## src/rtl/ether_pkg.sv

```systemverilog
// Shared scheduler definitions: FSM state encoding, frame-size defaults and counter widths.
package ether_pkg;

  localparam int DEF_MIN_DIBITS = 184;
  localparam int DEF_MAX_DIBITS = 6000;
  localparam int DEF_HOLDOFF    = 48;

  localparam int CNT_W  = 13;
  localparam int HOLD_W = 16;

  typedef enum logic [2:0] {
    ST_IDLE,
    ST_START,
    ST_WAIT_REQ,
    ST_STREAM,
    ST_PAD,
    ST_END,
    ST_HOLDOFF
  } state_e;

endpackage

```

## src/rtl/rr_arb2.sv

```systemverilog
// Two-way round-robin arbiter: the source holding priority wins a tie, single requesters always win.
module rr_arb2 (
  input  logic       clk,
  input  logic       rst,
  input  logic [1:0] req,
  input  logic       update,
  input  logic       upd_id,
  output logic       grant
);

  logic prio_q;

  // Priority passes to the source that was not just served.
  always_ff @(posedge clk or negedge rst) begin
    if (!rst) begin
      prio_q <= 1'b0;
    end else if (update) begin
      prio_q <= ~upd_id;
    end
  end

  always_comb begin
    grant = 1'b0;
    if (req == 2'b11) begin
      grant = prio_q;
    end else if (req[1]) begin
      grant = 1'b1;
    end
  end

endmodule

```

## src/rtl/ether_tx_sched.sv

```systemverilog
// Ethernet TX scheduler: grants one of two dibit sources per frame, pads/truncates payload, enforces inter-frame holdoff.
module ether_tx_sched
  import ether_pkg::*;
#(
  parameter int MIN_DIBITS = DEF_MIN_DIBITS,
  parameter int MAX_DIBITS = DEF_MAX_DIBITS,
  parameter int HOLDOFF    = DEF_HOLDOFF
) (
  input  logic       clk,
  input  logic       rst,
  input  logic [1:0] src_valid,
  input  logic [3:0] src_data,
  input  logic [1:0] src_last,
  output logic [1:0] src_ready,
  output logic       preamble_signal,
  input  logic       data_request,
  output logic       tx_valid,
  output logic [1:0] tx_data,
  output logic       data_complete,
  output logic       busy,
  output logic       grant_id,
  output logic       err_underrun,
  output logic       err_truncate
);

  localparam logic [CNT_W-1:0]  MinCnt  = CNT_W'(MIN_DIBITS);
  localparam logic [CNT_W-1:0]  MaxCnt  = CNT_W'(MAX_DIBITS);
  localparam logic [HOLD_W-1:0] HoldLim = HOLD_W'(HOLDOFF);

  state_e            state_q, state_d;
  logic              grant_q, grant_d;
  logic [CNT_W-1:0]  cnt_q, cnt_d;
  logic [HOLD_W-1:0] hold_q, hold_d;
  logic              drain_q, drain_d;
  logic              tx_valid_q, tx_valid_d;
  logic [1:0]        tx_data_q, tx_data_d;
  logic              pre_q, pre_d;
  logic              done_q, done_d;
  logic              underrun_q, underrun_d;
  logic              trunc_q, trunc_d;

  logic              arb_grant;
  logic              arb_update;
  logic              sel_valid;
  logic              sel_last;
  logic [1:0]        sel_data;
  logic [CNT_W-1:0]  cnt_inc;

  rr_arb2 u_arb (
    .clk    (clk),
    .rst    (rst),
    .req    (src_valid),
    .update (arb_update),
    .upd_id (grant_q),
    .grant  (arb_grant)
  );

  assign sel_valid = src_valid[grant_q];
  assign sel_last  = src_last[grant_q];
  assign sel_data  = grant_q ? src_data[3:2] : src_data[1:0];
  assign cnt_inc   = cnt_q + {{(CNT_W-1){1'b0}}, 1'b1};

  always_ff @(posedge clk or negedge rst) begin
    if (!rst) begin
      state_q    <= ST_IDLE;
      grant_q    <= 1'b0;
      cnt_q      <= '0;
      hold_q     <= '0;
      drain_q    <= 1'b0;
      tx_valid_q <= 1'b0;
      tx_data_q  <= 2'b00;
      pre_q      <= 1'b0;
      done_q     <= 1'b0;
      underrun_q <= 1'b0;
      trunc_q    <= 1'b0;
    end else begin
      state_q    <= state_d;
      grant_q    <= grant_d;
      cnt_q      <= cnt_d;
      hold_q     <= hold_d;
      drain_q    <= drain_d;
      tx_valid_q <= tx_valid_d;
      tx_data_q  <= tx_data_d;
      pre_q      <= pre_d;
      done_q     <= done_d;
      underrun_q <= underrun_d;
      trunc_q    <= trunc_d;
    end
  end

  // The preamble register is loaded on the grant so that it is high while in START.
  always_comb begin
    state_d    = state_q;
    grant_d    = grant_q;
    cnt_d      = cnt_q;
    hold_d     = hold_q;
    drain_d    = drain_q;
    tx_valid_d = 1'b0;
    tx_data_d  = 2'b00;
    pre_d      = 1'b0;
    done_d     = 1'b0;
    underrun_d = 1'b0;
    trunc_d    = 1'b0;
    src_ready  = 2'b00;
    arb_update = 1'b0;

    case (state_q)
      ST_IDLE: begin
        if (|src_valid) begin
          grant_d = arb_grant;
          cnt_d   = '0;
          hold_d  = '0;
          pre_d   = 1'b1;
          state_d = ST_START;
        end
      end
      ST_START: begin
        state_d = ST_WAIT_REQ;
      end
      ST_WAIT_REQ: begin
        if (data_request) begin
          state_d = ST_STREAM;
        end
      end
      ST_STREAM: begin
        src_ready[grant_q] = 1'b1;
        if (sel_valid) begin
          tx_valid_d = 1'b1;
          tx_data_d  = sel_data;
          cnt_d      = cnt_inc;
          if (sel_last) begin
            state_d = (cnt_inc < MinCnt) ? ST_PAD : ST_END;
          end else if (cnt_inc == MaxCnt) begin
            trunc_d = 1'b1;
            drain_d = 1'b1;
            state_d = ST_END;
          end
        end else begin
          underrun_d = 1'b1;
        end
      end
      ST_PAD: begin
        tx_valid_d = 1'b1;
        cnt_d      = cnt_inc;
        if (cnt_inc == MinCnt) begin
          state_d = ST_END;
        end
      end
      ST_END: begin
        done_d  = 1'b1;
        hold_d  = '0;
        state_d = ST_HOLDOFF;
        if (drain_q) begin
          src_ready[grant_q] = 1'b1;
          if (sel_valid && sel_last) begin
            drain_d = 1'b0;
          end
        end
      end
      ST_HOLDOFF: begin
        if (hold_q != HoldLim) begin
          hold_d = hold_q + {{(HOLD_W-1){1'b0}}, 1'b1};
        end
        // Truncated frames keep consuming the source until its own last dibit arrives.
        if (drain_q) begin
          src_ready[grant_q] = 1'b1;
          if (sel_valid && sel_last) begin
            drain_d = 1'b0;
          end
        end
        if ((hold_q == HoldLim) && !drain_q) begin
          arb_update = 1'b1;
          state_d    = ST_IDLE;
        end
      end
      default: begin
        state_d = ST_IDLE;
      end
    endcase
  end

  assign preamble_signal = pre_q;
  assign tx_valid        = tx_valid_q;
  assign tx_data         = tx_data_q;
  assign data_complete   = done_q;
  assign err_underrun    = underrun_q;
  assign err_truncate    = trunc_q;
  assign busy            = (state_q != ST_IDLE);
  assign grant_id        = grant_q;

endmodule
```

## config.mk

```make
export PLATFORM = sky130hd
export DESIGN_NAME = ether_tx_sched
export DESIGN_NICKNAME = d
export VERILOG_FILES = /design/src/rtl/ether_pkg.sv /design/src/rtl/rr_arb2.sv /design/src/rtl/ether_tx_sched.sv
export SDC_FILE = /design/constraint.sdc
export NUM_CORES = 1
export LEC_CHECK = 0
export BUFFER_PORTS_ARGS = -buffer_cell sky130_fd_sc_hd__buf_2
export CORE_MARGIN = 2
export CORE_UTILIZATION = 57
export CTS_CLUSTER_DIAMETER = 40
export CTS_CLUSTER_SIZE = 40
export DETAILED_ROUTE_END_ITERATION = 8
export PLACE_DENSITY_LB_ADDON = 0.1
export SLEW_MARGIN = 10
export SYNTH_ARGS = -nofsm -noshare
export SYNTH_HDL_FRONTEND = slang
export SYNTH_SLANG_ARGS = --single-unit
```

## constraint.sdc

```tcl
create_clock -name clk -period 3.45 [get_ports clk]
set_clock_uncertainty 0.1 [all_clocks]
set_input_delay 0 -clock clk [delete_from_list [all_inputs] [get_ports clk]]
set_output_delay 0 -clock clk [all_outputs]
set_load 0.02 [all_outputs]
```

==> results.py <==
metrics = {
    "status": {
        "outcome": "finished clean",
    },
    "drt": {
        "viasPerCell": 6.02,
        "drt_iter0_drc": 226,
        "routed_wirelength_um": 5530,
        "ant_nets": 0,
        "vias": 2246,
        "first_pass_iters": 7,
        "routedWlPerCell_um": 14.8,
        "route.detailed.drc": 0,
    },
    "yosys": {
        "syn-num-nets": 317,
        "netlist_area_mm2": 0.00264,
        "yosysTopAreaCellShare_pct": 39.8,
        "synth_area_per_cell_um2": 8.75,
        "synth_seq_cells": 42,
        "yosysTopAreaCell": "dfrtp_1",
        "netlist_instances": 302,
        "ys_seq_area_share_pct": 39.8,
        "ys_top_cells_by_area": "dfrtp_1, o21ai_0, nor2_1",
        "synth_common_cells": "dfrtp_1, nor2_1, o21ai_0",
        "yosys_warnings": 0,
        "synth_edf_count": 0,
        "synth_ff_type": "dfrtp_1",
        "yosysMostFrequentCell": "dfrtp_1",
        "synth-async-reset-ratio_pct": 100,
        "synth.distinct_cells": 59,
    },
    "cts": {
        "clkTransAtPathRegs_ps": 80,
        "clockBufferDepth": 2,
        "clock-sinks": 42,
        "cts_resized": 0,
        "clk-insertion-delay-late_ps": 290,
        "hold_buffers": 8,
        "cts_root_buf": "clkbuf_8",
        "cts_tree": "yes",
        "postCtsSetupBuffers": 0,
        "cts_buffers": 5,
        "htreeDepth": 2,
    },
    "sta": {
        "hold_viol_final": 0,
        "timing.final.crit_share_pct": 69.2,
        "finalWorstSetupSlack_ps": 1060,
        "tightest_slew_ps": 928,
        "drv_slew": 0,
        "timing.fmax_mhz": 419,
        "rsz0062_at_grt": "false",
        "period_minus_slack_ps": 2390,
        "max_slew_margin_pct": 38.2,
        "setup_viol": 0,
        "fin_tns_setup_ps": 0,
    },
    "hold_path": {
        "whs_path_depth": 3,
        "hold_end": "err_truncate$_DFF_PN0_",
        "hold_path.class": "in2reg",
        "hp-start": "src_last[0]",
    },
    "floorplanning": {
        "die_h_um": 72.1,
        "num_io_pins": 22,
        "start_util_pct": 59.8,
        "core_area_mm2": 0.00441,
        "die_w_um": 72.1,
        "rows": 24,
        "dieArea_mm2": 0.00519,
    },
    "global_route": {
        "antenna_found_initial": 0,
        "grt_max_degree": 43,
        "grt_use_total_pct": 22.9,
        "grt_pass1_wl_um": 9540,
        "grt_pass1_vias": 2056,
        "overflow": 0,
    },
    "cells_and_area": {
        "antenna_cells": 0,
        "final_layout_size_suffix_gt1_share_pct": 14.6,
        "final_area_mm2": 0.00289,
        "regArea_mm2": 0.00105,
        "utilization_pct": 65.4,
        "multi_input_comb_area_mm2": 0.00144,
        "fin_nets": 335,
        "area_growth_pct": 9.38,
        "nFillCells": 368,
    },
    "worst_setup_path": {
        "r2r_cells": 7,
        "cpMaxStageDelayCell": "dfrtp_1",
        "critPathTopFamily": "simple AND/OR/NAND/NOR gates",
        "cp-end-kind": "flop",
        "critPathMaxStageDelay_ps": 570,
        "reg2reg_slack_ps": 1060,
        "start_kind": "flop",
        "r2r-start": "cnt_q[3]$_DFFE_PN0P_",
        "setup.worst_path.class": "reg2reg",
        "worst-path-buf-inv": 0,
        "cp.required_ps": 3520,
        "timing.rr.end": "state_q[2]$_DFFE_PN0P_",
        "crit_path_max_fanout": 11,
        "critPathArrivalTime_ps": 2460,
        "crit_chain": "and4_1 > nand2b_4 > nor2_4 > a211oi_1 > a211oi_2 > nor2_1 > mux2_2",
    },
    "placed_design": {
        "placed_cell_area_mm2": 0.00270,
        "gp_congestion": 0.828,
        "dp_slack_ps": 1130,
        "dp_hpwl_um": 3780,
        "io_buffers": 21,
    },
    "power": {
        "ir_worst_vdd_uv": 395,
        "leakagePower_nw": 1.30,
        "power.total_mw": 1.74,
        "cellPowerDensity_mw_per_mm2": 604,
    },
    "job": {
        "max-cap-violations": 0,
    },
}
[tightest hold or removal path: cells and delay by family]
| family | cells | cell delay [ps] |
|---|---|---|
| muxes | 1 | 180 |
| buffers and inverters | 1 | 80 |
| and+or+nand+nor | 1 | 80 |
[how the worst max path moves through the flow]
stage	slack, ps	from	endpoint	cells after the start
2_1_floorplan	1420	cnt_q[0]$_DFFE_PN0P_	state_q[0]$_DFFE_PN0P_	8
3_3_place_gp	1180	cnt_q[3]$_DFFE_PN0P_	state_q[2]$_DFFE_PN0P_	7
3_5_place_dp	1130	cnt_q[0]$_DFFE_PN0P_	state_q[0]$_DFFE_PN0P_	7
4_1_cts	1080	cnt_q[3]$_DFFE_PN0P_	state_q[2]$_DFFE_PN0P_	7
5_1_grt	890	hold_q[0]$_DFFE_PN0P_	state_q[2]$_DFFE_PN0P_	9
6_report	1060	cnt_q[3]$_DFFE_PN0P_	state_q[2]$_DFFE_PN0P_	7
[power breakdown]
part           leakage [nW]  internal, mW  switching [mW]  total (mW)
clock                0.0575         0.202           0.164       0.366
combinational         0.668         0.280           0.393       0.673
sequential            0.572         0.566           0.140       0.705
[flip-flops by register name (all words and copies together) (netlist names)]
signal	count
tx_valid	1
cnt_q	13
err_underrun	1
state_q	3
drain_q	1
preamble_signal	1
data_complete	1
tx_data	2
err_truncate	1
hold_q	16
u_arb.prio_q	1
grant_id	1
[cell families after synthesis]
family                   Yosys count  synth area share [%]
buffers and inverters             27                  5.68
AO/OA/AOI/OAI                     73                  16.8
AND/OR/NAND/NOR                  135                  28.3
multiplexers                       6                  2.56
flip-flops                        42                  39.8
XOR/XNOR                          15                  4.97
adder cells (fa/ha/maj)            4                  1.89
[metrics by stage]
step           hold slack, ps  cells
2_1_floorplan            -396    302
3_3_place_gp             82.3    357
3_5_place_dp             96.1    357
4_1_cts                  4.22    373
5_1_grt                  34.0    373
6_report                 2.18    373
[layer usage]
| metal | wire length [um] | GRT usage [%] |
|---|---|---|
| met1 | 2500 | 31.9 |
| met2 | 2800 | 37.5 |
| met3 | 187 | 3.33 |
| met4 | 48 | 5.87 |
| met5 | 0 | 0 |
[cells in the final DEF (no fill, tap or decap), drive strengths merged, types with 4 or more instances in the layout]
cell type / n
a21oi: 15
a31oi: 6
and2: 7
and3: 6
buf: 22
clkbuf: 8
dfrtp: 42
dlygate4sd3: 8
ha: 4
inv: 7
nand2: 30
nand3: 16
nand4: 5
nor2: 37
nor2b: 4
nor3: 7
o21ai: 34
o31ai: 4
or3: 4
xnor2: 6
xor2: 9
[cell type report]
class | count | share of cell area, %
Inverter | 8 | 1.04
Multi-Input combinational cell | 233 | 49.8
Tap cell | 52 | 2.25
Sequential cell | 42 | 36.4
Clock buffer | 8 | 3.81
Timing Repair Buffer | 30 | 6.67
No activity file was read; power rests on OpenSTA's default activity.
